===== config.mk =====
export PLATFORM = sky130hd
export DESIGN_NAME = read_arbiter
export DESIGN_NICKNAME = d
export VERILOG_FILES = /design/src/rtl/read_arbiter_pkg.sv /design/src/rtl/read_arbiter_rr_pick.sv /design/src/rtl/read_arbiter.sv
export SDC_FILE = /design/constraint.sdc
export NUM_CORES = 1
export LEC_CHECK = 0
export CORE_MARGIN = 4
export CORE_UTILIZATION = 54
export DETAILED_ROUTE_END_ITERATION = 6
export PLACE_DENSITY = 0.82
export SETUP_SLACK_MARGIN = 0.02
export SYNTH_ARGS = -nofsm -noshare
export SYNTH_HDL_FRONTEND = slang
export SYNTH_SLANG_ARGS = --single-unit

===== constraint.sdc =====
create_clock -name clk -period 3.32 [get_ports clk]
set_clock_uncertainty 0.1 [all_clocks]
set_input_delay 0.996 -clock clk [delete_from_list [all_inputs] [get_ports clk]]
set_output_delay 0.996 -clock clk [all_outputs]
set_load 0.05 [all_outputs]

===== src/rtl/read_arbiter_pkg.sv =====
// Shared types and defaults for the read_arbiter slice: FSM state encoding,
// parameter defaults and a one-hot to index helper.
package read_arbiter_pkg;

    localparam int NREQ_DEFAULT    = 4;
    localparam int TIMEOUT_DEFAULT = 16;

    typedef enum logic [1:0] {
        ST_IDLE    = 2'd0,
        ST_ISSUE   = 2'd1,
        ST_WAIT    = 2'd2,
        ST_RELEASE = 2'd3
    } state_t;

    // OR-reduction encoder: valid for any one-hot (or zero) input up to 8 bits.
    function automatic logic [2:0] onehot_to_idx(input logic [7:0] oh);
        logic [2:0] idx;
        idx = '0;
        for (int i = 0; i < 8; i++) begin
            if (oh[i]) idx = idx | 3'(i);
        end
        return idx;
    endfunction

endpackage


===== src/rtl/read_arbiter_rr_pick.sv =====
// Combinational round-robin picker: first set req bit at or after i_ptr,
// searching cyclically, returned one-hot with a valid flag.
module rr_pick
    import read_arbiter_pkg::*;
#(
    parameter int NREQ = NREQ_DEFAULT
) (
    input  logic [NREQ-1:0]         i_req,
    input  logic [$clog2(NREQ)-1:0] i_ptr,
    output logic [NREQ-1:0]         o_win,
    output logic                    o_valid
);
    localparam int PW = $clog2(NREQ);

    logic [PW:0] w_sum;
    logic        w_found;

    always_comb begin
        // NOTE: every variable gets a default before the loop so no path leaves one unassigned (no latch).
        o_win   = '0;
        w_found = 1'b0;
        w_sum   = '0;
        for (int i = 0; i < NREQ; i++) begin
            w_sum = {1'b0, i_ptr} + (PW+1)'(i);
            if (w_sum >= (PW+1)'(NREQ)) w_sum = w_sum - (PW+1)'(NREQ);
            if (!w_found && i_req[w_sum[PW-1:0]]) begin
                o_win[w_sum[PW-1:0]] = 1'b1;
                w_found              = 1'b1;
            end
        end
        o_valid = w_found;
    end

endmodule


===== src/rtl/read_arbiter.sv =====
// Round-robin arbiter granting one requester at a time to a shared read engine.
// Optional WAIT watchdog enabled by defining READ_ARBITER_TIMEOUT_EN.
module read_arbiter
    import read_arbiter_pkg::*;
#(
    parameter int NREQ    = NREQ_DEFAULT,
    parameter int TIMEOUT = TIMEOUT_DEFAULT
) (
    input  logic            clk,
    input  logic            rst,
    input  logic [NREQ-1:0] i_req,
    output logic [NREQ-1:0] o_gnt,
    output logic [NREQ-1:0] o_done,
    output logic            o_start,
    input  logic            i_ds,
    output logic            o_err
);
    localparam int PW = $clog2(NREQ);

    state_t          r_state;
    state_t          w_next;
    logic [NREQ-1:0] r_gnt;
    logic [NREQ-1:0] r_done;
    logic            r_start;
    logic [PW-1:0]   r_ptr;
    logic [NREQ-1:0] w_win;
    logic            w_valid;
    logic            w_timeout;
    logic [PW-1:0]   w_owner;
    logic [PW-1:0]   w_ptr_next;

    rr_pick #(.NREQ(NREQ)) u_rr_pick (
        .i_req   (i_req),
        .i_ptr   (r_ptr),
        .o_win   (w_win),
        .o_valid (w_valid)
    );

    assign w_owner    = PW'(onehot_to_idx(8'(r_gnt)));
    assign w_ptr_next = (w_owner == PW'(NREQ-1)) ? '0 : w_owner + PW'(1);

    always_comb begin
        w_next = r_state;
        case (r_state)
            ST_IDLE:    if (w_valid) w_next = ST_ISSUE;
            ST_ISSUE:   w_next = ST_WAIT;
            ST_WAIT:    if (i_ds || w_timeout) w_next = ST_RELEASE;
            ST_RELEASE: w_next = ST_IDLE;
            default:    w_next = state_t'('x);
        endcase
    end

    always_ff @(posedge clk or posedge rst) begin
        if (rst) begin
            r_state <= ST_IDLE;
            r_gnt   <= '0;
            r_done  <= '0;
            r_start <= 1'b0;
            r_ptr   <= '0;
        end else begin
            // NOTE: non-blocking so every register here samples pre-edge values, whatever the statement order.
            r_state <= w_next;
            r_start <= 1'b0;
            r_done  <= '0;
            case (r_state)
                ST_IDLE: if (w_valid) begin
                    r_gnt   <= w_win;
                    r_start <= 1'b1;
                end
                ST_WAIT: if (i_ds) r_done <= r_gnt;
                ST_RELEASE: begin
                    r_gnt <= '0;
                    r_ptr <= w_ptr_next;
                end
                default: ;
            endcase
        end
    end

`ifdef READ_ARBITER_TIMEOUT_EN
    localparam int WW = (TIMEOUT > 2) ? $clog2(TIMEOUT) : 1;

    logic [WW-1:0] r_wd;
    logic          r_err;

    // Abort on the WAIT cycle whose increment would bring the count to TIMEOUT-1.
    assign w_timeout = (r_state == ST_WAIT) && (r_wd == WW'(TIMEOUT-2));

    always_ff @(posedge clk or posedge rst) begin
        if (rst) begin
            r_wd  <= '0;
            r_err <= 1'b0;
        end else begin
            r_err <= w_timeout && !i_ds;
            if (r_state == ST_ISSUE)
                r_wd <= '0;
            else if (r_state == ST_WAIT && !i_ds)
                r_wd <= r_wd + WW'(1);
        end
    end

    assign o_err = r_err;
`else
    assign w_timeout = 1'b0;
    assign o_err     = 1'b0;
`endif

    assign o_gnt   = r_gnt;
    assign o_done  = r_done;
    assign o_start = r_start;

endmodule

Word-level counts from Yosys, hierarchy flattened
Cells that the tools add are included.
W data, S select, Z words.
{"block": "totals", "register_bits": 13, "in_bits": 7, "output_inout_bits": 10, "wordCells": 89}
{"block": "classes", "n_addsub": 8, "n_lt_le_gt_ge": 12, "eq_ne": 6, "mux": 41, "n_bitwise": 3, "reduce_logical": 14}
{"operator": "$mux W4", "count": 7}
{"operator": "$mux W2", "count": 9}
{"operator": "$mux W1", "count": 15}
{"operator": "$lt A2 B3 Y1 const B", "count": 4}
{"operator": "$or A4 B4 Y4", "count": 3}
{"operator": "$ge A3 B3 Y1 const B", "count": 3}
{"operator": "$bmux W1 S2", "count": 4}
{"operator": "$demux W1 S2", "count": 4}
{"operator": "$ge A2 B1 Y1 const B", "count": 4}
{"operator": "$pmux W2 S4", "count": 1}
{"operator": "$pmux W4 S2", "count": 1}
{"operator": "$sub A2 B1 Y2 const B", "count": 4}
{"operator": "$logic_and A1 B1 Y1", "count": 7}
{"operator": "$add A2 B2 Y3 const B", "count": 2}
{"operator": "$eq A2 B2 Y1 const B", "count": 3}
{"operator": "$reduce_and A2 Y1", "count": 2}
{"operator": "$add A2 B1 Y3 const B", "count": 1}
{"operator": "$ge A2 B3 Y1 const B", "count": 1}
{"operator": "$logic_not A1 Y1", "count": 3}
{"operator": "$add A2 B1 Y2 const B", "count": 1}
{"operator": "$eq A2 B1 Y1 const B", "count": 1}
{"operator": "$logic_not A2 Y1", "count": 1}
{"operator": "$ne A2 B1 Y1 const B", "count": 1}
{"operator": "$ne A2 B2 Y1 const B", "count": 1}
{"operator": "$reduce_bool A2 Y1", "count": 1}

Depth between registers and ports, before layout
Gate-level depths: netlist (run 1).
{"block": "logic_depth", "depth_word": 16, "depth_mapped": 8, "mapped_depth_nobuf": 7}

Hierarchy
From an unflattened synthesis (run 1), not the netlist that was laid out.
{"block": "unflattened", "cells_unflattened": 114, "hier_area_um2": 1102.3}
{"mod": "read_arbiter", "instances": 1, "cells_each": 52, "area_each_um2": 594.3}
{"mod": "rr_pick", "instances": 1, "cells_each": 62, "area_each_um2": 508.0}

Least setup slack after synthesis (run 1)
No wires, ideal clock.
{"block": "synth_timing", "path_kind": "register -> register", "startpoint": "register r_ptr[0]", "endpoint": "register r_gnt[1] (netlist: o_gnt[1])", "setup_time_ns": 0.127, "arrival_ns": 2.034, "required_time_ns": 3.093, "slack_ns": 1.059, "path_stages_with_launch": 8, "synth_period_minus_slack_ns": 2.261, "path_cell_list": "dfrtp_1 inv_1 ha_1 or3b_1 a211oi_1 a311o_1 and3_4 a221o_2"}
{"block": "synth_via", "elab_chain_cells": 16}
{"item": "start, declared", "line_no": "read_arbiter.sv:25", "text": "logic [PW-1:0] r_ptr;"}
{"item": "start signal, assigned", "line_no": "read_arbiter.sv:73", "text": "r_ptr <= w_ptr_next;"}
{"item": "branches (longest 16 deep; another with $add A2 B1 Y3)"}
{"item": "end signal, assigned", "line_no": "read_arbiter.sv:67", "text": "r_gnt <= w_win;"}
{"item": "end, declared", "line_no": "read_arbiter.sv:22", "text": "logic [NREQ-1:0] r_gnt;"}
Several ways; the timed one is not identified. The select of a mux whose other input is x is not followed.
A chain may end at the register's enable or synchronous reset.

Worst setup path in the final report (run 1)
{"block": "layout_timing", "startpoint": "input i_req[0]", "endpoint": "register r_gnt[0] (netlist: o_gnt[0])"}
{"block": "layout_via", "elab_chain_cells": 14}
{"item": "start, declared", "line_no": "read_arbiter.sv:11", "text": "input logic [NREQ-1:0] i_req,"}
{"item": "$bmux W1 S2", "line_no": "read_arbiter_rr_pick.sv:26", "text": "if (!w_found && i_req[w_sum[PW-1:0]]) begin"}
{"item": "$mux W1 (not written as such)", "line_no": "read_arbiter_rr_pick.sv:26"}
{"item": "$mux W1", "line_no": "read_arbiter_rr_pick.sv:26"}
{"item": "$logic_not A1 Y1", "line_no": "read_arbiter_rr_pick.sv:26"}
{"item": "$logic_and A1 B1 Y1", "line_no": "read_arbiter_rr_pick.sv:26"}
{"item": "$mux W1", "line_no": "read_arbiter_rr_pick.sv:26"}
{"item": "$logic_not A1 Y1", "line_no": "read_arbiter_rr_pick.sv:26"}
{"item": "$logic_and A1 B1 Y1", "line_no": "read_arbiter_rr_pick.sv:26"}
{"item": "$mux W1", "line_no": "read_arbiter_rr_pick.sv:26"}
{"item": "$logic_not A1 Y1", "line_no": "read_arbiter_rr_pick.sv:26"}
{"item": "$logic_and A1 B1 Y1", "line_no": "read_arbiter_rr_pick.sv:26"}
{"item": "$mux W4 / $mux W1 (equally long branches)", "line_no": "read_arbiter_rr_pick.sv:26"}
{"item": "$mux W4 / $ne A2 B1 Y1 (equally long branches)"}
{"item": "$pmux W4 S2 / $reduce_and A2 Y1 (equally long branches)"}
Several ways; a longest one is shown, not always the timed one. The select of a mux whose other input is x is not followed.

==> results of run 1 <==
state kept, by name, summed over array words and instances (netlist names):
signal / count
r_state: 2
r_ptr: 2
o_done: 4
o_gnt: 4
o_start: 1
kinds of logic after synthesis:
group           count (synthesis)  share of synthesized area, %
compound gates                 29                          21.7
xor+xnor                        1                         0.949
fa+ha+maj                      11                          14.9
buf+inv                         8                          3.79
flops                          13                          35.2
mux                             8                          8.94
other cells                     1                         0.406
simple gates                   22                          14.1
cell usage in the layout (no fill, tap or decap), types with 2 or more instances in the layout:
| cell | Yosys | layout |
|---|---|---|
| nand2_1 | 3 | 3 |
| mux2_2 | 2 | 2 |
| clkdlybuf4s50_1 | 0 | 15 |
| and3_1 | 4 | 4 |
| nor2_1 | 6 | 6 |
| inv_1 | 6 | 6 |
| a221o_2 | 4 | 4 |
| o21ai_0 | 12 | 12 |
| mux2i_1 | 6 | 6 |
| dfrtp_1 | 13 | 13 |
| o211ai_1 | 4 | 4 |
| a31oi_1 | 4 | 4 |
| ha_1 | 11 | 11 |
| clkbuf_4 | 0 | 3 |
metal layers:
metal	part of all wire, %	routed length, um	track usage, %	vias to the layer above
met5	0	0	0	-
met4	2.6	53	11.4	0
met3	3.7	77	3.36	4
met2	47	975	28.3	21
met1	46	949	23.3	382
li1	-	-	-	382
final timing paths:
path / startpoint / end / slack [ns] / cells past startpoint
worst max-delay path: i_req[0] / o_gnt[0] / 0.61 / 5
worst min-delay path: o_gnt[0] / o_gnt[0] / 0.46 / 1
worst max register to register: r_ptr[0] / o_gnt[0] / 0.79 / 7
worst min register to register: o_gnt[0] / o_gnt[0] / 0.46 / 1
max in group asynchronous: rst / o_gnt[0] / 1.87 / 2
min in group asynchronous: rst / o_done[3] / 0.93 / 2
area by class of cell:
type	instances	area, um2
fill	121	452
multi-input combinational	72	563
inverter	6	22.5
tap	16	20.0
clock buffer	4	26.3
sequential	13	325
timing repair buffer	15	150
critical path, cell delays in order:
cell and delay (ns):
clkdlybuf4s50_1 0.53, nor4_1 0.45, nor3b_1 0.18, and3_4 0.23, a221o_2 0.37
power by group through the flow:
stage	combinational, mW	sequential (mW)	clock, mW
3_3_place_gp	0.534	0.275	0
6_report	0.564	0.279	0.0974
3_5_place_dp	0.557	0.280	0
2_1_floorplan	0.340	0.344	0
4_1_cts	0.563	0.277	0.0976
5_1_grt	0.624	0.286	0.109
==> results.yml, run 1 <==
outcome:
  status: "completed"
route:
  drc: 0
  drt_wl_total_um: 2060
  avgRoutedWirePerCell_um: 16.3
  drtPass1Iterations: 4
  dr_total_vias: 789
  routed_via_density: 6.26
  postRouteAntennaNets: 0
  drt-initial-drc-count: 17
pwr:
  powerDensity_nw_per_um2: 849
  switching_power_uw: 456
  clkPwrFrac_pct: 10.4
  peakVddDrop_v: 0.000461
  combPwrFrac_pct: 60.0
  fin_total_pwr_uw: 940
  leakage_nw: 0.494
  switching_share_pct: 48.5
  seq_power_share_pct: 29.7
  p_int_uw: 484
place:
  post-place-ws_ns: 0.319
  gp_congestion: 0.791
  dp.cells: 122
  place_hpwl_um: 1610
  place_area_um2: 1080
  port_buffers: 15
cells_and_area:
  area_delta_synth_final_pct: 19.9
  post-route-util_pct: 71.0
  final_layout_size_suffix_gt1_share_pct: 10.0
  nNetsFinal: 129
  fin_area_um2: 1110
  n_antenna_cell: 0
  instances_no_fill: 126
hold_path:
  min_path_type: "flip-flop to flip-flop"
timing:
  setup_viol_count_final: 0
  finalCritPeriodShare_pct: 81.6
  tns_ns: 0
  report.final.slew_viol_count: 0
  fmax_mhz: 369
  rsz0062_at_grt: "no"
  period_minus_slack_ns: 2.71
  whs_ns: 0.460
  timing.final.ws_setup_ns: 0.611
  hold_viol_final: 0
  tightest_slew_ns: 0.501
  max_slew_margin_pct: 66.5
cts:
  clock_latency_ns: 0.28
  cts.path.max_buffers: 2
  clkTransAtPathRegs_ns: 0.07
  cts_resized: 0
  ctsHoldBuffers: 0
  cts_tree: "built"
  numCtsBuffers: 3
  cts_setup_buffers: 0
  cts.sinks: 13
  htreeDepth: 1
  cts_root_buffer: "clkbuf_4"
die:
  die_w_um: 49.4
  fp.dieH_um: 49.4
  rows: 14
  boundaryPins: 17
  core-area_um2: 1560
  start_util_pct: 59.2
  die_area_um2: 2440
synth:
  syn-cell-area_um2: 923
  synth_area_leader_cell: "dfrtp_1"
  synth_edf_count: 0
  syn_inst: 93
  synth_cell_types: 30
  syn_nets: 111
  synth-seq-cells: 13
  synth_warnings: 0
  yosysMostFrequentCell: "dfrtp_1"
  async_reset_ff_share_pct: 100
  synth_top_area_share_pct: 35.2
  ys_top_cells_by_count: "dfrtp_1, o21ai_0, ha_1"
  avgSynthCellArea_um2: 9.93
  synth_area_leaders: "dfrtp_1, ha_1, mux2i_1"
  ys.flop_type: "dfrtp_1"
  synth-seq-area-share_pct: 35.2
run:
  max-cap-violations: 0
grt:
  grt_overflow: 0
  antenna_found_initial: 0
  grt_pass1_vias: 730
  grtUsageTotal_pct: 18.3
  grt_max_degree: 14
  grt_pass1_wl_um: 3370
setup_path:
  critPathKind: "input pin to flip-flop"
  startpoint_type: "input pin"
  critPathRequiredTime_ns: 3.38
  arrival_ns: 2.77
  crit_path_end_kind: "flip-flop"
  cp_max_fo: 8
No activity file was read; power rests on OpenSTA's default activity.
==> inputs of run 2 (changes only) <==
- CORE_UTILIZATION: 54 -> 46
- PLACE_DENSITY: 0.82 -> 0.74
- clock period: 3.32 -> 2.4 ns (I/O delays scaled with it)
==> results.yml, run 2 (synthesis gave the netlist of run 1 again) <==
setup_path:
  crit_path_start: "o_gnt[2]"
  slowest_delay_ns: 0.83
  crit_path_end_kind: "primary output"
  reg2reg_from: "r_ptr[1]"
  critPathKind: "flip-flop to primary output"
  cp_cell_sequence: "clkdlybuf4s50_1"
  startpoint_type: "flip-flop"
  path_depth: 1
  ff2ff_path_depth: 7
  arrival_ns: 1.49
  cp_max_fo: 4
  cp_slowest_cell: "clkdlybuf4s50_1"
  reg2reg_slack_ns: 0.27
  regToRegEndpoint: "o_gnt[0]"
  critPathTopFamily: "buffers and inverters"
  critPathRequiredTime_ns: 1.58
  cp-endpoint: "o_gnt[2]"
  cp_num_buf_inv: 1
timing:
  rsz0062_at_grt: "no"
  finalCritPeriodShare_pct: 96.4
  period_minus_slack_ns: 2.31
  hold_viol_final: 0
  fmax_mhz: 432
  timing.final.ws_setup_ns: 0.0853
  setup_viol_count_final: 0
  tns_ns: 0
  tightest_slew_ns: 0.501
  report.final.slew_viol_count: 0
  max_slew_margin_pct: 66.5
route:
  top_layer: "met4"
  wl_met1_um: 878
  routed_via_density: 5.66
  drtPass1Iterations: 4
  dr_total_vias: 809
  avgRoutedWirePerCell_um: 13.4
  drt_wl_total_um: 1910
  wl_met2_um: 940
  postRouteAntennaNets: 0
  wl_met3_um: 69
  drc: 0
  drt-initial-drc-count: 22
die:
  rows: 15
  die_area_um2: 2790
  start_util_pct: 50.7
  boundaryPins: 17
  die_w_um: 52.8
  fp.dieH_um: 52.8
  core-area_um2: 1820
cts:
  cts_tree: "built"
  ctsHoldBuffers: 0
  clock_latency_ns: 0.27
  cts.path.max_buffers: 2
  cts_root_buffer: "clkbuf_4"
  clkTransAtPathRegs_ns: 0.08
  numCtsBuffers: 3
  cts.sinks: 13
  htreeDepth: 1
  cts_setup_buffers: 0
place:
  post-place-ws_ns: -0.303
  gp_congestion: 0.890
  port_buffers: 15
  place_hpwl_um: 1570
cells_and_area:
  layout_commonest_cell: "dfrtp_1"
  nNetsFinal: 137
  multi_input_area_um2: 569
  layout_common_cells: "dfrtp_1, o21ai_0, ha_1, clkdlybuf4s50_1, buf_4"
  ff_latch_area_um2: 325
  n_antenna_cell: 0
  area_delta_synth_final_pct: 28.9
  nFillCells: 156
  post-route-util_pct: 65.4
  final_layout_size_suffix_gt1_share_pct: 17.8
grt:
  grt_pass1_vias: 786
  grt_max_degree: 14
  antenna_found_initial: 0
  grtUsageTotal_pct: 15.6
  grt_overflow: 0
  grt_pass1_wl_um: 3240
pwr:
  peakVddDrop_v: 0.000501
  leakage_nw: 0.570
  powerDensity_nw_per_um2: 1130
run:
  max-cap-violations: 0
outcome:
  status: "completed"
hold_path:
  min_path_type: "flip-flop to flip-flop"
-- run 2: changes by cell type in the layout (fill, tap and decap cells not counted) --
| cell | before | now |
|---|---|---|
| buf_4 | 0 | 9 |
| clkdlybuf4s50_1 | 15 | 11 |
| nor4_1 | 1 | 0 |
| nor4_2 | 0 | 1 |
| dlymetal6s2s_1 | 0 | 3 |
-- run 2: cell type report --
cell class | instances | area share, %
Sequential cell | 13 | 27.3
Multi-Input combinational cell | 72 | 47.8
Inverter | 6 | 1.89
Tap cell | 25 | 2.63
Timing Repair Buffer | 23 | 18.1
Clock buffer | 4 | 2.21
-- run 2: what timing repair did --
| item | CTS | global route |
|---|---|---|
| setup endpoints to repair | 4 | 5 |
| resized for setup | 1 | 3 |
| hold endpoints to repair | 0 | 0 |
-- run 2: metrics by stage --
step,power [mW],cells,hold slack [ns],cell area (um2)
2_1_floorplan,0.946,93,0.400,923
3_3_place_gp,1.19,139,0.416,1150
3_5_place_dp,1.21,139,0.432,1150
4_1_cts,1.35,143,0.452,1180
5_1_grt,1.46,143,0.485,1190
6_report,1.34,143,0.445,1190
-- run 2: worst min-delay path by stage --
| stage | from | endpoint | slack, ns | cells after the start |
|---|---|---|---|---|
| CTS | r_state[0] | r_state[0] | 0.45 | 1 |
| floorplan | r_state[0] | r_state[0] | 0.40 | 1 |
| finish | r_state[0] | r_state[0] | 0.45 | 1 |
| detailed placement | r_state[0] | r_state[0] | 0.43 | 1 |
| global route | o_gnt[0] | o_gnt[0] | 0.48 | 1 |
| global placement | r_state[0] | r_state[0] | 0.42 | 1 |
-- run 2: routing by layer --
layer  up-vias  global-route usage [%]
met4         0                    7.66
li1        395                       -
met2        19                    28.3
met3         2                   0.855
met1       393                    18.3
met5         -                       0
-- run 2: power breakdown --
part	leakage (nW)	switching, mW	internal [mW]
Clock	0.0150	0.0641	0.0643
Combinational	0.385	0.506	0.365
Sequential	0.170	0.0507	0.290
Total	0.570	0.621	0.719
==> RTL edit (settings of run 2) <==
The option `READ_ARBITER_TIMEOUT_EN` is turned on by a define.
--- a/src/rtl/read_arbiter.sv
+++ b/src/rtl/read_arbiter.sv
@@ -1,5 +1,7 @@
 // Round-robin arbiter granting one requester at a time to a shared read engine.
 // Optional WAIT watchdog enabled by defining READ_ARBITER_TIMEOUT_EN.
+`define READ_ARBITER_TIMEOUT_EN
+
 module read_arbiter
     import read_arbiter_pkg::*;
 #(
Function: no difference found for any inputs over 10 cycles, from zero or initial values and one cycle with rst high; that may be too few to reach the edited logic, so the function may still have changed.
==> RTL edit against run 2 <==
Final area up 35%; area after synthesis up 36%; sequential share of layout area up 0.79 points; sequential cell count up 5; clock power up 41%; non-clock buffer count up 9; worst hold slack better by 0.022 ns; worst setup slack worse by 0.049 ns; total power up 27%; routed wire length up 51%; largest power group unchanged.
==> RTL edit: results (changes against run 2) <==
critical path's slowest cell=mux4_2; CP Max Fanout=9 (+5); P_leak=0.7857 nW (+38%); via density per instance=5.901 (+4.3%); WL met3=139 um (+100%); routed length per placed instance=15.85 um (+19%); multi-input logic portion of the cell area=0.4766 (-0.001883); status=finished, final reports clean; Port Buffers=16 (+1); clock network area share=0.02266 (+0.0005742); compound-cell area share of the yosys netlist=0.2004 (-0.01640); clock transition at the registers of the reported paths=0.10 ns (+0.02 ns); Switch Pwr=0.0007496 W (+21%); RePlAce Congestion=0.8751 (-1.7%); All-Layer GR Usage=0.1764 (+0.02033); CTS resizes=5 (+4); Met1 Routed Length=1.208 mm (+38%); wire length on met2=1.509 mm (+61%); worst reg-to-reg setup slack=0.20 ns (-0.07 ns); Die X=60.23 um (+14%); Clock Latency Late Sink=0.29 ns (+0.02 ns); # fillers=221 (+42%); # nets final=173 (+26%); XOR/XNOR share of the synthesized area=0.02792 (+0.01843); Peak VDD IR=0.6483 mV (+29%); crit path DAT=2.44 ns (+0.95 ns); Adder-Cell Fraction of Synth Area=0.1296 (-0.01944); Critical Path End=o_gnt[2]; Worst path max stage delay=0.47 ns (-0.36 ns); global-route wire length before repair=4.926 mm (+52%); R2R Path End=o_gnt[1]; proportion of layout cells with a drive suffix above 1=0.2039 (+0.02598); inverter count=7 (+1); Worst Setup SP=i_req[2]
-- RTL edit: cell types whose count changed after synthesis, sizes merged, moves of 4 or more --
cell,delta
nand4,+4
a221o,-4
a22oi,+4
a2bb2oi,+4
o21ai,-7
dfrtp,+5
a31oi,-4
a32o,+5
-- RTL edit: power by group through the flow --
stage	clock network [W]	registers [W]	logic [W]
floorplan	0	0.000550	0.000611
global placement	0	0.000449	0.000988
detailed placement	0	0.000457	0.00103
CTS	0.000184	0.000453	0.00105
global route	0.000194	0.000464	0.00118
finish	0.000180	0.000452	0.00108
-- RTL edit: through the flow --
stage | hold slack, ns | setup WS [ns] | setup TNS [ns] | instances
2_1_floorplan | 0.4052 | 0.03911 | 0 | 121
3_3_place_gp | 0.4233 | -0.3260 | -1.325 | 178
3_5_place_dp | 0.4417 | -0.3734 | -1.680 | 178
4_1_cts | 0.4687 | 0.02937 | 0 | 182
5_1_grt | 0.4926 | -0.01538 | -0.02737 | 182
6_report | 0.4674 | 0.03662 | 0 | 182
